<file path="src/rtl/arcade_input_router_pkg.sv">
// Shared constants, enums and the external-pad remap for the arcade input router.
// Routed word layout: CO S2 S1 F2 F1 U D L R in [8:0].
package arcade_input_router_pkg;

    localparam int BTN_R    = 0;
    localparam int BTN_L    = 1;
    localparam int BTN_D    = 2;
    localparam int BTN_U    = 3;
    localparam int BTN_F1   = 4;
    localparam int BTN_F2   = 5;
    localparam int BTN_S1   = 6;
    localparam int BTN_S2   = 7;
    localparam int BTN_COIN = 8;

    // Raw DB9MD / DB15 indices: bit 9 is Z (DB9MD) or F (DB15), bit 11 is MODE or LS.
    localparam int DB_B      = 5;
    localparam int DB_C      = 6;
    localparam int DB_AUX    = 9;
    localparam int DB_START  = 10;
    localparam int DB_SELECT = 11;

    typedef enum logic [1:0] {
        SRC_USB   = 2'd0,
        SRC_DB9MD = 2'd1,
        SRC_DB15  = 2'd2
    } src_e;

    typedef enum logic {
        ST_SETTLE = 1'b0,
        ST_RUN    = 1'b1
    } settle_e;

    function automatic logic [15:0] remap_ext(input logic [15:0] raw, input logic pad1);
        logic [15:0] r;
        r      = 16'h0000;
        r[5:0] = raw[5:0];
        if (pad1) begin
            r[BTN_S1] = raw[DB_AUX];
            r[BTN_S2] = raw[DB_START];
        end else begin
            r[BTN_S1] = raw[DB_START];
            r[BTN_S2] = raw[DB_AUX];
        end
        // START+B doubles as coin for pads without a dedicated coin button.
        r[BTN_COIN] = raw[DB_SELECT] | (raw[DB_START] & raw[DB_B]);
        return r;
    endfunction

endpackage

</file>
<file path="src/rtl/arcade_input_router_if.sv">
// Pad-side and core-side signal bundle of the arcade input router.
interface arcade_input_router_if #(
    parameter int NUM_PLAYERS = 2,
    parameter int BTN_W       = 16
);
    logic [2:0]                   joy_mode;
    logic [NUM_PLAYERS*BTN_W-1:0] usb_joy;
    logic [31:0]                  db9md_joy;
    logic [31:0]                  db15_joy;
    logic                         cocktail;
    logic                         p2_active;
    logic [NUM_PLAYERS*BTN_W-1:0] joy;
    logic [BTN_W-1:0]             joy_game;
    logic [NUM_PLAYERS-1:0]       coin_pulse;
    logic                         osd_req;

    modport master (
        output joy_mode, usb_joy, db9md_joy, db15_joy, cocktail, p2_active,
        input  joy, joy_game, coin_pulse, osd_req
    );

    modport slave (
        input  joy_mode, usb_joy, db9md_joy, db15_joy, cocktail, p2_active,
        output joy, joy_game, coin_pulse, osd_req
    );
endinterface

</file>
<file path="src/rtl/arcade_input_router_coin_shaper.sv">
// One-shot coin pulse of exactly COIN_CYC cycles on a rising coin edge seen while idle.
module coin_shaper #(
    parameter int COIN_CYC = 8192
) (
    input  logic clk,
    input  logic reset,
    input  logic clr,
    input  logic coin_in,
    output logic pulse
);
    localparam int CNT_W = $clog2(COIN_CYC + 1);
    localparam logic [CNT_W-1:0] CNT_LOAD = CNT_W'(COIN_CYC);
    localparam logic [CNT_W-1:0] CNT_ONE  = CNT_W'(1);
    localparam logic [CNT_W-1:0] CNT_ZERO = {CNT_W{1'b0}};

    logic             prev_q, prev_d;
    logic             pulse_q, pulse_d;
    logic [CNT_W-1:0] cnt_q, cnt_d;

    // Edges arriving while a pulse is running are swallowed; prev still tracks the input.
    always_comb begin
        prev_d = coin_in;
        cnt_d  = cnt_q;
        if (clr) begin
            prev_d = 1'b0;
            cnt_d  = CNT_ZERO;
        end else if (cnt_q != CNT_ZERO) begin
            cnt_d = cnt_q - CNT_ONE;
        end else if (coin_in && !prev_q) begin
            cnt_d = CNT_LOAD;
        end else begin
            cnt_d = CNT_ZERO;
        end
        pulse_d = (cnt_d != CNT_ZERO);
    end

    always_ff @(posedge clk) begin
        if (reset) begin
            prev_q  <= 1'b0;
            cnt_q   <= CNT_ZERO;
            pulse_q <= 1'b0;
        end else begin
            prev_q  <= prev_d;
            cnt_q   <= cnt_d;
            pulse_q <= pulse_d;
        end
    end

    assign pulse = pulse_q;

endmodule

</file>
<file path="src/rtl/arcade_input_router.sv">
// Per-slot pad source select and remap, settle blanking after mode changes,
// merged/cocktail control word, coin shaping and OSD combo detection.
module arcade_input_router
    import arcade_input_router_pkg::*;
#(
    parameter int NUM_PLAYERS = 2,
    parameter int BTN_W       = 16,
    parameter int SETTLE_CYC  = 1024,
    parameter int COIN_CYC    = 8192,
    parameter int OSD_CYC     = 4096
) (
    input  logic                  clk,
    input  logic                  reset,
    arcade_input_router_if.slave  bus
);
    localparam int SETTLE_W = $clog2(SETTLE_CYC + 1);
    localparam int OSD_W    = $clog2(OSD_CYC + 1);
    localparam logic [SETTLE_W-1:0] SETTLE_LOAD = SETTLE_W'(SETTLE_CYC - 1);
    localparam logic [SETTLE_W-1:0] SETTLE_ONE  = SETTLE_W'(1);
    localparam logic [SETTLE_W-1:0] SETTLE_ZERO = {SETTLE_W{1'b0}};
    localparam logic [OSD_W-1:0]    OSD_MAX     = OSD_W'(OSD_CYC);
    localparam logic [OSD_W-1:0]    OSD_ONE     = OSD_W'(1);
    localparam logic [OSD_W-1:0]    OSD_ZERO    = {OSD_W{1'b0}};
    localparam logic [BTN_W-1:0]    BTN_ZERO    = {BTN_W{1'b0}};

    src_e                         src_s;
    logic [31:0]                  ext_s;
    int                           ext_cnt_s;
    logic [BTN_W-1:0]             ext_pad_s [2];
    logic [BTN_W-1:0]             routed_s  [NUM_PLAYERS];
    logic [BTN_W-1:0]             or_s;
    logic [BTN_W-1:0]             sel_s;
    logic                         mode_chg_s;
    logic                         run_s;
    logic                         combo_s;
    logic                         clr_s;
    logic [NUM_PLAYERS-1:0]       coin_s;

    settle_e                      state_q, state_d;
    logic [SETTLE_W-1:0]          settle_cnt_q, settle_cnt_d;
    logic [2:0]                   mode_q;
    logic [NUM_PLAYERS*BTN_W-1:0] joy_q, joy_d;
    logic [BTN_W-1:0]             game_q, game_d;
    logic [OSD_W-1:0]             osd_cnt_q, osd_cnt_d;
    logic                         osd_req_q, osd_req_d;

    // DB9MD wins over DB15; joy_mode[0] decides whether one or two external pads are in use.
    always_comb begin
        if (bus.joy_mode[2]) begin
            src_s = SRC_DB9MD;
        end else if (bus.joy_mode[1]) begin
            src_s = SRC_DB15;
        end else begin
            src_s = SRC_USB;
        end
        case (src_s)
            SRC_DB9MD: ext_s = bus.db9md_joy;
            SRC_DB15:  ext_s = bus.db15_joy;
            default:   ext_s = 32'h0000_0000;
        endcase
        if (src_s == SRC_USB) begin
            ext_cnt_s = 0;
        end else if (bus.joy_mode[0]) begin
            ext_cnt_s = 2;
        end else begin
            ext_cnt_s = 1;
        end
        ext_pad_s[0] = BTN_W'(remap_ext(ext_s[15:0], 1'b0));
        ext_pad_s[1] = BTN_W'(remap_ext(ext_s[31:16], 1'b1));
    end

    // External pads occupy the first slots; USB pads shift up behind them.
    always_comb begin
        for (int i = 0; i < NUM_PLAYERS; i++) begin
            routed_s[i] = BTN_ZERO;
            if (i < ext_cnt_s) begin
                routed_s[i] = ext_pad_s[i[0]];
            end else if ((i - ext_cnt_s) < NUM_PLAYERS) begin
                routed_s[i] = bus.usb_joy[(i - ext_cnt_s)*BTN_W +: BTN_W];
            end else begin
                routed_s[i] = BTN_ZERO;
            end
        end
    end

    assign mode_chg_s = (bus.joy_mode != mode_q);

    always_comb begin
        state_d      = state_q;
        settle_cnt_d = settle_cnt_q;
        if (mode_chg_s) begin
            state_d      = ST_SETTLE;
            settle_cnt_d = SETTLE_LOAD;
        end else begin
            case (state_q)
                ST_SETTLE: begin
                    if (settle_cnt_q == SETTLE_ZERO) begin
                        state_d = ST_RUN;
                    end else begin
                        settle_cnt_d = settle_cnt_q - SETTLE_ONE;
                    end
                end
                ST_RUN: state_d = ST_RUN;
                default: begin
                    state_d      = ST_SETTLE;
                    settle_cnt_d = SETTLE_LOAD;
                end
            endcase
        end
    end

    assign run_s = (state_q == ST_RUN) && !mode_chg_s;
    assign clr_s = (state_q == ST_SETTLE) || mode_chg_s;

    // In cocktail mode coin/start stay shared so either player can insert coins or start.
    always_comb begin
        or_s = BTN_ZERO;
        for (int i = 0; i < NUM_PLAYERS; i++) begin
            or_s = or_s | routed_s[i];
        end
        sel_s = bus.p2_active ? routed_s[1] : routed_s[0];
        if (!run_s) begin
            game_d = BTN_ZERO;
        end else if (bus.cocktail) begin
            game_d                   = sel_s;
            game_d[BTN_COIN:BTN_S1]  = or_s[BTN_COIN:BTN_S1];
        end else begin
            game_d = or_s;
        end
        for (int i = 0; i < NUM_PLAYERS; i++) begin
            if (run_s) begin
                joy_d[i*BTN_W +: BTN_W] = routed_s[i];
            end else begin
                joy_d[i*BTN_W +: BTN_W] = BTN_ZERO;
            end
        end
    end

    assign combo_s = (src_s != SRC_USB) && ext_s[DB_START] && ext_s[DB_C];

    always_comb begin
        if (mode_chg_s || !combo_s) begin
            osd_cnt_d = OSD_ZERO;
        end else if (osd_cnt_q == OSD_MAX) begin
            osd_cnt_d = osd_cnt_q;
        end else begin
            osd_cnt_d = osd_cnt_q + OSD_ONE;
        end
        osd_req_d = (osd_cnt_d == OSD_MAX);
    end

    // mode_q loads the live mode under reset so leaving reset does not look like a mode change.
    always_ff @(posedge clk) begin
        if (reset) begin
            state_q      <= ST_SETTLE;
            settle_cnt_q <= SETTLE_LOAD;
            mode_q       <= bus.joy_mode;
            joy_q        <= {(NUM_PLAYERS*BTN_W){1'b0}};
            game_q       <= BTN_ZERO;
            osd_cnt_q    <= OSD_ZERO;
            osd_req_q    <= 1'b0;
        end else begin
            state_q      <= state_d;
            settle_cnt_q <= settle_cnt_d;
            mode_q       <= bus.joy_mode;
            joy_q        <= joy_d;
            game_q       <= game_d;
            osd_cnt_q    <= osd_cnt_d;
            osd_req_q    <= osd_req_d;
        end
    end

    for (genvar g = 0; g < NUM_PLAYERS; g++) begin : g_coin
        coin_shaper #(
            .COIN_CYC (COIN_CYC)
        ) u_coin (
            .clk     (clk),
            .reset   (reset),
            .clr     (clr_s),
            .coin_in (joy_q[g*BTN_W + BTN_COIN]),
            .pulse   (coin_s[g])
        );
    end

    assign bus.joy        = joy_q;
    assign bus.joy_game   = game_q;
    assign bus.coin_pulse = coin_s;
    assign bus.osd_req    = osd_req_q;

endmodule
</file>
<file path="src/flat_wrapper.sv">
// flat-port wrapper written by rule: the top's interface ports become plain ports
module arcade_input_router_flat import arcade_input_router_pkg::*;
#(
    parameter int NUM_PLAYERS = 2,
    parameter int BTN_W       = 16,
    parameter int SETTLE_CYC  = 1024,
    parameter int COIN_CYC    = 8192,
    parameter int OSD_CYC     = 4096
)
  (clk, reset, bus_joy_mode, bus_usb_joy, bus_db9md_joy, bus_db15_joy, bus_cocktail, bus_p2_active, bus_joy, bus_joy_game, bus_coin_pulse, bus_osd_req);
  arcade_input_router_if #(.NUM_PLAYERS(NUM_PLAYERS), .BTN_W(BTN_W)) bus_i ();
  input  logic clk;
  input  logic reset;
  input wire logic [$bits(bus_i.joy_mode)-1:0] bus_joy_mode;
  input wire logic [$bits(bus_i.usb_joy)-1:0] bus_usb_joy;
  input wire logic [$bits(bus_i.db9md_joy)-1:0] bus_db9md_joy;
  input wire logic [$bits(bus_i.db15_joy)-1:0] bus_db15_joy;
  input wire logic [$bits(bus_i.cocktail)-1:0] bus_cocktail;
  input wire logic [$bits(bus_i.p2_active)-1:0] bus_p2_active;
  output wire logic [$bits(bus_i.joy)-1:0] bus_joy;
  output wire logic [$bits(bus_i.joy_game)-1:0] bus_joy_game;
  output wire logic [$bits(bus_i.coin_pulse)-1:0] bus_coin_pulse;
  output wire logic [$bits(bus_i.osd_req)-1:0] bus_osd_req;
  assign bus_i.joy_mode = bus_joy_mode;
  assign bus_i.usb_joy = bus_usb_joy;
  assign bus_i.db9md_joy = bus_db9md_joy;
  assign bus_i.db15_joy = bus_db15_joy;
  assign bus_i.cocktail = bus_cocktail;
  assign bus_i.p2_active = bus_p2_active;
  assign bus_joy = bus_i.joy;
  assign bus_joy_game = bus_i.joy_game;
  assign bus_coin_pulse = bus_i.coin_pulse;
  assign bus_osd_req = bus_i.osd_req;
  arcade_input_router #(.NUM_PLAYERS(NUM_PLAYERS), .BTN_W(BTN_W), .SETTLE_CYC(SETTLE_CYC), .COIN_CYC(COIN_CYC), .OSD_CYC(OSD_CYC)) u_core (.clk(clk), .reset(reset), .bus(bus_i));
endmodule
</file>
<file path="config.mk">
export PLATFORM = sky130hd
export DESIGN_NAME = arcade_input_router_flat
export DESIGN_NICKNAME = d
export VERILOG_FILES = /design/src/rtl/arcade_input_router_pkg.sv /design/src/rtl/arcade_input_router_if.sv /design/src/rtl/arcade_input_router_coin_shaper.sv /design/src/rtl/arcade_input_router.sv /design/src/flat_wrapper.sv
export SDC_FILE = /design/constraint.sdc
export NUM_CORES = 1
export LEC_CHECK = 0
export CAP_MARGIN = 15
export CORE_MARGIN = 5
export CORE_UTILIZATION = 30
export DETAILED_ROUTE_END_ITERATION = 16
export SYNTH_ARGS = -nofsm -noshare
export SYNTH_HDL_FRONTEND = slang
export SYNTH_SLANG_ARGS = --single-unit
</file>
<file path="constraint.sdc">
create_clock -name clk -period 2 [get_ports clk]
set_input_delay 0.2 -clock clk [delete_from_list [all_inputs] [get_ports clk]]
set_output_delay 0.2 -clock clk [all_outputs]
set_load 0.005 [all_outputs]
</file>
Word-level counts from Yosys, hierarchy flattened
Cells that the tools add are included.
{ "totals": {"output_inout_bits": 51, "reg_bits": 109, "input_bits": 103, "word_cells": 81} }
{ "op_classes": {"n_reduce_logical": 22, "mux": 21, "addsub": 6, "eq_ne": 5, "shifts": 2, "order_cmp": 4, "bitwise": 8} }
{ "op_table": {"columns": ["cell", "n"], "rows": [
  ["16-bit 2-to-1 mux", 6],
  ["14-bit 2-to-1 mux", 6],
  ["32-bit by 3-bit < comparator with 1-bit output (second input constant)", 2],
  ["32-bit by 32-bit indexed part select with 16-bit output", 2],
  ["28-bit case mux with 2 select lines", 1],
  ["14-bit nonzero test", 4],
  ["1-bit by 32-bit < comparator with 1-bit output (first input constant)", 1],
  ["2-bit by 32-bit < comparator with 1-bit output (first input constant)", 1],
  ["32-bit 2-to-1 mux", 1],
  ["1-bit by 32-bit subtractor with 32-bit output (first input constant)", 1],
  ["2-bit by 32-bit subtractor with 32-bit output (first input constant)", 1],
  ["14-bit by 1-bit subtractor with 14-bit output (second input constant)", 2],
  ["13-bit equality test (second input constant)", 2],
  ["13-bit 2-to-1 mux", 2],
  ["16-bit OR", 1],
  ["13-bit by 1-bit adder with 13-bit output (second input constant)", 1],
  ["11-bit zero test", 1],
  ["11-bit by 1-bit subtractor with 11-bit output (second input constant)", 1],
  ["2-bit 2-to-1 mux", 3],
  ["2-bit OR reduction", 3],
  ["1-bit logical AND", 5],
  ["1-bit zero test", 4],
  ["3-bit inequality test", 1],
  ["1-bit inverter", 3],
  ["10 further kinds", 13]
]} }

Longest topological paths before layout
Gate-level depths: netlist (run 1).
{ "depth": {"word_depth": 10, "mapped_depth": 11, "mapped_depth_nobuf": 7} }

Cells and area by module
Synthesis (run 1) repeated with hierarchy kept, for this count alone.
{ "unflattened": {"cells_unflattened": 583, "hier_area_um2": 5195.0} }
{ "modules_own_cells": {"columns": ["mod", "cells_each", "instances", "area_per_inst_um2", "seq_area_each_um2"], "rows": [
  ["arcade_input_router", 405, 1, 3623.5, 1541.5],
  ["coin_shaper", 89, 2, 785.8, 320.3]
]} }

Worst setup path before layout (run 1)
Ideal clock, no wire load.
{ "synth_path": {"path_type": "register to register", "startpoint": "reg u_core.g_coin[1].u_coin.cnt_q[0]", "endpoint": "reg u_core.g_coin[1].u_coin.pulse_q", "period_less_slack_ps": 2154, "stages_incl_launch_ff": 11, "arrival_ps": 2028, "path_buffers": 3, "slack_ps": -154, "path_cell_list": "dfxtp_1 clkbuf_1 inv_1 ha_1 buf_2 or4b_1 buf_2 xnor2_1 o31a_1 o31ai_1 a21oi_1"} }
{ "synth_via": {"elab_chain_len": 4} }
{ "synth_rtl": {"columns": ["element", "line_no", "source"], "rows": [
  ["start, declared", "arcade_input_router_coin_shaper.sv:18", "logic [CNT_W-1:0] cnt_q, cnt_d;"],
  ["start signal, assigned", "arcade_input_router_coin_shaper.sv:44", "cnt_q <= cnt_d;"],
  ["14-bit by 1-bit subtractor with 14-bit output / 14-bit nonzero test (equally long branches)", "arcade_input_router_coin_shaper.sv:28, arcade_input_router_coin_shaper.sv:27", null],
  ["14-bit 2-to-1 mux *", "arcade_input_router_coin_shaper.sv:27", "end else if (cnt_q != CNT_ZERO) begin"],
  ["14-bit 2-to-1 mux *", "arcade_input_router_coin_shaper.sv:24", "if (clr) begin"],
  ["14-bit nonzero test *", "arcade_input_router_coin_shaper.sv:34", "pulse_d = (cnt_d != CNT_ZERO);"],
  ["end signal, assigned", "arcade_input_router_coin_shaper.sv:45", "pulse_q <= pulse_d;"],
  ["end, declared", "arcade_input_router_coin_shaper.sv:17", "logic pulse_q, pulse_d;"]
]} }
Mark *: on every way between the ends. The rest lies on a longest branch, timed or not.
A chain may end at the register's enable or synchronous reset.

Final worst setup path (run 1)
{ "layout_path": {"startpoint": "reg u_core.g_coin[0].u_coin.cnt_q[0]", "endpoint": "reg u_core.g_coin[0].u_coin.pulse_q"} }
{ "layout_via": {"elab_chain_len": 4} }
{ "layout_rtl": {"columns": ["element", "line_no"], "rows": [
  ["start, declared", "arcade_input_router_coin_shaper.sv:18"],
  ["start signal, assigned", "arcade_input_router_coin_shaper.sv:44"],
  ["14-bit by 1-bit subtractor with 14-bit output / 14-bit nonzero test (equally long branches)", "arcade_input_router_coin_shaper.sv:28, arcade_input_router_coin_shaper.sv:27"],
  ["14-bit 2-to-1 mux *", "arcade_input_router_coin_shaper.sv:27"],
  ["14-bit 2-to-1 mux *", "arcade_input_router_coin_shaper.sv:24"],
  ["14-bit nonzero test *", "arcade_input_router_coin_shaper.sv:34"],
  ["end signal, assigned", "arcade_input_router_coin_shaper.sv:45"],
  ["end, declared", "arcade_input_router_coin_shaper.sv:17"]
]} }
Marks and branches as above.

==> run metrics, run 1 <==
Final ANT Viol Nets=0; Setup TNS=0 ns; Final GP Congestion=0.889; reg2reg path depth=7; Clock transition at path regs=0.08 ns; Slew @ Worst Pin=0.521 ns; number of buffers created by CTS=9; Final Util=0.430; Synth area leader=dfxtp_1; Final Max Slew Viols=0; Port-buffer cells=127; I/O pin count=154; largest net degree at the start of global routing=29; CP arrival=between 2 and 2.5 ns; Total GRT Usage=0.143; H-tree depth=3; Worst setup SP type=flip-flop; Leak=between 2 and 3 nW; total gr overflow=0; min-delay worst type=input pin to flip-flop; hold path depth=2; # diodes=0; post-route insts no fill=~1000; clk_lat worst skew=around 0.35 ns; Starting Density=0.302; Area contributors post-synth=dfxtp_1, nor2_1, xnor2_1; post-synthesis sequential area ratio=0.423; dpl cells=989; area grow syn2layout=42.6%; Distinct cells, synth=67; post-DR wirelength/cell=14.2 µm; share of layout cells above drive strength 1=0.146; Die Span Y=approximately 140 µm; vias in the first global route=between 4000 and 5000; Longest Clk Path Bufs=2; most common cell after layout, fill and taps aside=clkdlybuf4s50_1; Mapped Area=0.00516 mm²; Peak VDD IR=0.419 mV; pwr/cell area=about 610 mW/mm²; Post-Syn Area per Cell=between 8 and 9 µm²; min cycle time layout=1.87 ns; syn nets=approximately 700; Mapped Cells=611; Chip Width=141 µm; FF+latch count, synth=109; period utilisation layout=0.934; critical-path cell list=inv_1 > ha_1 > or3b_4 > nand2_1 > a311o_2 > a2111oi_4 > o22ai_1; status=finished, final reports clean; row count=48; RSZ-0062 raised after global routing=false; Total Wirelength=14300 µm; hold buffers post-CTS=0; initial antenna violation count=0; Initial DRC Count=271; via count=4820; TritonCTS clock tree=built; yosys warns=0; max_slew headroom=0.652; crit-path max FO=4; total die area=0.0199 mm²; Nets=883; DRC violations left=0; Slowest cell on crit path=a311o_2; fmax=around 540 MHz; first-pass GRT wire length=22900 µm; Max-cap violations=0; Post-synth EDFFs=0; average via count per standard cell=4.80; TritonRoute pass-1 iters=4; dominant synthesized flop cell=dfxtp_1; Detail Placement HPWL=11200 µm; Critical Path Sink Type=flip-flop; Clock Sinks=between 100 and 150; most frequent cells in the layout=clkdlybuf4s50_1, dfxtp_1, nor2_1; Critical Path Max Stage Delay=0.41 ns; Core Area=0.0171 mm²; Data required, critical path=about 2.2 ns; final hold vios=0; clock skew=0.00879 ns; setup violators final=0; ys async rst share=0; Pwr Total=4.45 mW; Crit Path Class=flip-flop to flip-flop; CTS Root Cell=clkbuf_16; top cell type's share of synthesized area=0.423
cell usage after synthesis, types with 10 or more instances:
cell type	count
nand2_1	40
a21oi_1	46
buf_2	10
xnor2_1	28
dfxtp_1	109
mux2i_1	10
o21ai_0	21
nor3_1	25
inv_1	20
xor2_1	12
and3_1	15
nand3_1	20
nor2_1	95
clkbuf_1	18
area by class of cell:
class,count,area (µm²)
Tap cell,225,282
Clock inverter,7,86.3
Fill cell,1703,9760
Sequential cell,109,2180
Multi-Input combinational cell,439,2720
Clock buffer,9,225
Inverter,20,77.6
Timing Repair Buffer,196,1790
cells by family (layout without fill, tap and decap cells):
logic type	count (synthesis)	count (layout)	synth area share
AO/OA/AOI/OAI	115	115	0.145
XOR/XNOR	40	40	0.0679
adder cells (fa/ha/maj)	5	5	0.0121
buffers and inverters	63	232	0.0599
flip-flops	109	109	0.423
multiplexers	10	10	0.0194
AND/OR/NAND/NOR	269	269	0.273
critical path, delay by kind of cell (launching register included):
family / cells / cell delay [ns]
AOI/OAI and AO/OA: 3 / 0.86
DFF: 1 / 0.34
and+or+nand+nor: 2 / 0.31
adders and majority gates: 1 / 0.21
buffers and inverters: 1 / 0.04
per-stage QoR:
step	hold WS [ns]	cell area [µm²]	worst slack [ns]
final	0.457	7360	0.132
after global placement	0.453	7020	-0.0875
after detailed placement	0.455	7020	-0.109
after global routing	0.466	7360	0.00884
after floorplan	0.228	5210	-0.0160
after CTS	0.441	7330	0.0554
layer usage:
layer | vias to the layer above | routed length (µm) | global-route usage
met5 | - | 0 | 0
met1 | 2205 | 6200 | 0.167
li1 | 2471 | - | -
met3 | 13 | 1240 | 0.0522
met2 | 131 | 6640 | 0.239
met4 | 0 | 233 | 0.0530
repair_timing:
item / CTS / global route
resized for setup: 0 / 8
setup endpoints to repair: 0 / 3
buffers inserted: 0 / 0
final timing paths:
path / slack (ns) / end / from
max: 0.13 / u_core.g_coin[0].u_coin.pulse / u_core.g_coin[0].u_coin.cnt_q[0]
min: 0.46 / u_core.bus.joy[14] / bus_usb_joy[14]
max reg2reg: 0.13 / u_core.g_coin[0].u_coin.pulse / u_core.g_coin[0].u_coin.cnt_q[0]
min reg2reg: 0.46 / u_core.settle_cnt_q[10] / u_core.settle_cnt_q[10]
power breakdown:
part / switching (mW) / total [mW] / internal [mW]
Clock: 0.878 / 1.88 / 1.00
Combinational: 0.164 / 0.399 / 0.236
Sequential: 0.00253 / 2.17 / 2.17
Total: 1.04 / 4.45 / 3.41
sequential cells by signal, indices dropped and copies added, names as in the netlist:
signal	cells
u_core.bus.joy	32
u_core.g_coin.u_coin.cnt_q	28
u_core.bus.joy_game	16
u_core.osd_cnt_q	13
u_core.settle_cnt_q	11
u_core.mode_q	3
u_core.g_coin.u_coin.prev_q	2
u_core.g_coin.u_coin.pulse	2
u_core.bus.osd_req	1
u_core.state_q	1
No activity file was read; power rests on OpenSTA's default activity.
==> run 2, diff against run 1 <==
- MAX_ROUTING_LAYER: default -> met4
==> run 2 against run 1 <==
Global-route usage is 0.42 points higher. Via count is 0.62% lower. Register-to-register slack about the same. Non-clock buffer count is the same. Hold slack worse by 0.0022 ns. First-iteration DRC count rose by 9.6%. Clock skew hardly changed. Critical path depth did not move. Setup slack better by 0.0013 ns. Clock-buffer cell count is the same.
==> run metrics, run 2 (synthesis gave the netlist of run 1 again) <==
Clock Sinks=109 (unchanged); setup violators final=0 (unchanged); number of buffers created by CTS=9 (unchanged); Core Area=0.0171 mm² (unchanged); Port-buffer cells=127 (unchanged); sequential share of power=0.488 (about the same); initial antenna violation count=0 (unchanged); Longest Clk Path Bufs=2 (unchanged); H-tree depth=3 (unchanged); Total GRT Usage=0.147 (+0.00423); Slew @ Worst Pin=0.515 ns (-0.00620 ns); Slowest cell on crit path=a311o_2; via count=4790 (-0.62%); most common cell after layout, fill and taps aside=clkdlybuf4s50_1; row count=48 (unchanged); Final GP Congestion=0.904 (+1.7%); CP arrival=2.10 ns (about the same); Placed Area=0.00702 mm² (unchanged); Sw Share=0.235 (+0.000513); Net Sw Power=1.05 mW (+0.29%); min-delay worst type=input pin to flip-flop; period utilisation layout=0.933 (about the same); Detail Placement HPWL=11200 µm (unchanged); Final Max Slew Viols=0 (unchanged); critical-path cell list=inv_1 > ha_1 > or3b_4 > nand2_1 > a311o_2 > a2111oi_4 > o22ai_1; Max-cap violations=0 (unchanged); fmax=536 MHz (about the same); Worst Path Buf+Inv=1 (unchanged); Int Power=3.41 mW (about the same); pwr/cell area=606 mW/mm² (about the same); vias in the first global route=4652 (+0.35%); crit-path max FO=4 (unchanged); Chip Width=141 µm (unchanged); DRC violations left=0 (unchanged); Setup TNS=0 ns (unchanged); Initial DRC Count=297 (+9.6%); CTS Root Cell=clkbuf_16; share of layout cells above drive strength 1=0.146 (unchanged); Worst setup SP type=flip-flop; clk_lat worst skew=0.35 ns (about the same); area grow syn2layout=42.6% (unchanged); # diodes=0 (unchanged); Crit Path Class=flip-flop to flip-flop; combinational share of power=0.090 (about the same); Total Wirelength=14300 µm (about the same); max reg flops=32 (unchanged); Data required, critical path=2.23 ns (about the same); Critical Path Sink Type=flip-flop; post-DR wirelength/cell=14.2 µm (about the same); TritonRoute pass-1 iters=4 (unchanged); Die Span Y=141 µm (unchanged); I/O pin count=154 (unchanged); power share of the clock group=0.423 (about the same); Leak=2.93 nW (unchanged); most frequent cells in the layout=clkdlybuf4s50_1, dfxtp_1, nor2_1; clock skew=0.00889 ns (+0.000107 ns); status=finished, final reports clean; max_slew headroom=0.656 (+0.00414); RSZ-0062 raised after global routing=false; Worst path top cell family by delay=compound AO/OA/AOI/OAI gates; Final ANT Viol Nets=0 (unchanged); Filler Cell Count=1703 (unchanged); largest net degree at the start of global routing=29 (unchanged); Final Cell Area=0.00736 mm² (unchanged); final hold vios=0 (unchanged); Critical Path Max Stage Delay=0.41 ns (about the same); Starting Density=0.302 (unchanged); min cycle time layout=1.87 ns (-0.00125 ns); Clock transition at path regs=0.08 ns (about the same); TritonCTS clock tree=built; Nets=883 (unchanged); Peak VDD IR=0.417 mV (-0.52%); first-pass GRT wire length=22900 µm (about the same); total die area=0.0199 mm² (unchanged); Final Util=0.430 (unchanged); average via count per standard cell=4.77 (-0.62%); total gr overflow=0 (unchanged)
run 2: cell counts in the layout (fill, tap and decap cells not counted):
Identical to the previous run, type by type.
run 2: path summary, 6_finish.rpt:
check                                   start                       endpoint  slack (ns)  cells after the start
max          u_core.g_coin[0].u_coin.cnt_q[0]  u_core.g_coin[0].u_coin.pulse        0.13                      7
min                           bus_usb_joy[14]             u_core.bus.joy[14]        0.45                      2
max reg2reg  u_core.g_coin[0].u_coin.cnt_q[0]  u_core.g_coin[0].u_coin.pulse        0.13                      7
min reg2reg           u_core.settle_cnt_q[10]        u_core.settle_cnt_q[10]        0.46                      2
run 2: metrics by stage:
step | power, mW | instances | setup WS [ns] | hold slack, ns
final | 4.46 | 1005 | 0.133 | 0.455
after global routing | 4.65 | 1005 | 0.00589 | 0.466
after floorplan | 2.37 | 611 | -0.0160 | 0.228
after CTS | 4.51 | 1005 | 0.0554 | 0.441
after global placement | 2.63 | 989 | -0.0875 | 0.453
after detailed placement | 2.63 | 989 | -0.109 | 0.455
run 2: routing by layer:
metal,GRT usage,vias up,part of all wire
li1,-,2469,-
met1,0.170,2197,0.44
met2,0.238,110,0.46
met3,0.0472,14,0.075
met4,0.0530,0,0.015
met5,-,-,0
run 2: timing repair:
action,in CTS,in global routing
setup buffers,0,0
endpoints found under the hold margin,0,0
endpoints found under the setup margin,0,3
resized for setup,0,8
hold buffers,0,0
run 2: area by class of cell:
class,instances,area [µm²],area share
flip-flops and latches,109,2180,0.297
clock buffers,9,225,0.0306
repair buffers,196,1790,0.243
multi-input cells,439,2720,0.369
well taps,225,282,0.0382
clock inverters,7,86.3,0.0117
inverters,20,77.6,0.0105
run 2: power by group through the flow:
stage	clock, mW	combinational, mW	sequential, mW
2_1_floorplan	0	0.148	2.23
3_3_place_gp	0	0.400	2.23
3_5_place_dp	0	0.401	2.23
4_1_cts	1.94	0.402	2.17
5_1_grt	2.04	0.436	2.18
6_report	1.88	0.399	2.17
==> run 3, diff against run 2 <==
- PLACE_DENSITY: default -> 0.58
==> run 3 against run 2 <==
Design area stayed put. Core utilization unchanged. First-iteration DRC count down 13%. Clock skew rose by 0.0013 ns. Clock power fell by 5%. Final cell count about the same. Setup slack worse by 0.088 ns. Maximum frequency fell by 4.5%. Sequential cell count unchanged. Register-to-register slack got worse by 0.09 ns. Largest cell class unchanged. Highest routed layer unchanged.
==> run metrics, run 3 (synthesis gave the netlist of run 1 again) <==
DRC violations left=0 (unchanged); Total GRT Usage=0.154 (+0.00749); vias in the first global route=4968 (+6.8%); Filler Cell Count=1665 (-2.2%); final hold vios=0 (unchanged); crit-path max FO=5 (+1); Net Sw Power=1.06 mW (+1.4%); Final Cell Area=0.00736 mm² (unchanged); post-DR wirelength/cell=14.8 µm (+3.7%); power share of the clock group=0.408 (-0.015); I/O pin count=154 (unchanged); Clock Sinks=109 (unchanged); via count=4918 (+2.7%); Nets=882 (-0.11%); Detail Placement HPWL=11500 µm (+2.8%); Critical Path Sink Type=flip-flop; average via count per standard cell=4.90 (+2.8%); max_slew headroom=0.665 (+0.00845); number of buffers created by CTS=9 (unchanged); Starting Density=0.302 (unchanged); CP arrival=2.20 ns (+0.10 ns); Core Area=0.0171 mm² (unchanged); pwr/cell area=591 mW/mm² (-2.4%); RSZ-0062 raised after global routing=true; min-delay worst type=input pin to flip-flop; Multi-input gate area=0.00271 mm² (-0.32%); clock skew=0.0102 ns (+0.00135 ns); most common cell after layout, fill and taps aside=clkdlybuf4s50_1; min cycle time layout=1.95 ns (+0.0878 ns); Final Max Slew Viols=0 (unchanged); Final GP Congestion=0.863 (-4.6%); Max-cap violations=0 (unchanged); # diodes=0 (unchanged); Die Span Y=141 µm (unchanged); combinational share of power=0.092 (+0.002); total die area=0.0199 mm² (unchanged); total gr overflow=0 (unchanged); Total Wirelength=14800 µm (+3.6%); r2r setup slk=0.05 ns (-0.09 ns); Pwr Total=4.35 mW (-2.4%); most frequent cells in the layout=clkdlybuf4s50_1, dfxtp_1, nor2_1; Worst Path Buf+Inv=2 (+1); Leak=2.93 nW (about the same); Data required, critical path=2.24 ns (about the same); status=finished, final reports clean; initial antenna violation count=0 (unchanged); Int Power=3.29 mW (-3.6%); hold buffers post-CTS=0 (unchanged); TritonCTS clock tree=built; Final ANT Viol Nets=0 (unchanged); period utilisation layout=0.977 (+0.0439); Setup TNS=0 ns (unchanged); pre-CTS setup slack=-0.0692 ns (+0.0401 ns); Worst setup SP type=flip-flop; max reg flops=32 (unchanged); PnR worst setup slack=0.0457 ns (-0.0878 ns); Clock transition at path regs=0.08 ns (about the same); CTS Root Cell=clkbuf_16; TritonRoute pass-1 iters=4 (unchanged); Sw Share=0.244 (+0.00925); largest net degree at the start of global routing=27 (-6.9%); Worst path top cell family by delay=simple AND/OR/NAND/NOR gates; Peak VDD IR=0.388 mV (-6.9%); critical-path cell list=inv_2 > ha_4 > or4b_4 > nor4_4 > a21oi_2 > nand2b_1 > buf_6 > nor2_1; H-tree depth=3 (unchanged); Critical Path Max Stage Delay=0.51 ns (+0.10 ns); Slowest cell on crit path=or4b_4; sequential share of power=0.500 (+0.012); row count=48 (unchanged); Placed Area=0.00696 mm² (-0.89%); Chip Width=141 µm (unchanged); area grow syn2layout=42.6% (unchanged); first-pass GRT wire length=24300 µm (+6.1%); Port-buffer cells=127 (unchanged); setup violators final=0 (unchanged); Seq. cell area=0.00219 mm² (+0.11%); Slew @ Worst Pin=0.498 ns (-0.0166 ns); Crit Path Class=flip-flop to flip-flop; Initial DRC Count=259 (-13%); share of layout cells above drive strength 1=0.150 (+0.00404); fmax=512 MHz (-4.5%); Longest Clk Path Bufs=2 (unchanged); clk_lat worst skew=0.36 ns (about the same)
==> run 3: cell types whose count changed in the layout (fill, tap and decap cells not counted), moves of 2 or more <==
cell	previous run	this run
clkinv_8	0	2
buf_6	0	3
dfxtp_1	108	106
dfxtp_2	1	3
buf_4	69	64
inv_8	2	0
inv_6	2	4
==> run 3: final timing paths <==
kind | from | to | cells past startpoint
setup reg to reg | u_core.g_coin[1].u_coin.cnt_q[1] | u_core.g_coin[1].u_coin.cnt_q[6] | 8
hold reg to reg | u_core.settle_cnt_q[10] | u_core.settle_cnt_q[10] | 2
hold / removal | bus_joy_mode[2] | u_core.mode_q[2] | 1
setup / recovery | u_core.g_coin[1].u_coin.cnt_q[1] | u_core.g_coin[1].u_coin.cnt_q[6] | 8
==> run 3: final cells by class <==
class / instances / area share
Timing Repair Buffer: 195 / 0.245
Clock buffer: 9 / 0.0306
Inverter: 20 / 0.0105
Tap cell: 225 / 0.0382
Clock inverter: 7 / 0.0104
Sequential cell: 109 / 0.297
Multi-Input combinational cell: 439 / 0.368
==> run 3: power by group through the flow <==
stage	Clock [mW]	Sequential (mW)	Combinational [mW]
detailed placement	0	2.23	0.396
finish	1.78	2.17	0.399
global route	1.94	2.18	0.433
floorplan	0	2.23	0.148
global placement	0	2.23	0.393
CTS	1.84	2.17	0.398
==> run 3: per-layer routing <==
metal	routed length (µm)	track usage	vias to the layer above	part of all wire
met5	0	-	-	0
met4	278	0.0510	0	0.019
met3	993	0.0410	25	0.067
met2	7080	0.252	156	0.48
met1	6480	0.185	2267	0.44
li1	-	-	2470	-
==> run 3: metrics by stage <==
step	utilization	hold slack [ns]	std cells
2_1_floorplan	-	0.228	611
5_1_grt	0.430	0.439	1004
4_1_cts	0.425	0.408	997
3_5_place_dp	0.407	0.464	979
6_report	0.430	0.426	1004
3_3_place_gp	0.407	0.449	979
==> run 3: what timing repair did <==
action	4_1_cts	5_1_grt
pin swaps	1	7
resized for setup	0	14
cloned	0	1
setup buffers	2	6
endpoints found under the setup margin	11	13
endpoints found under the hold margin	0	0
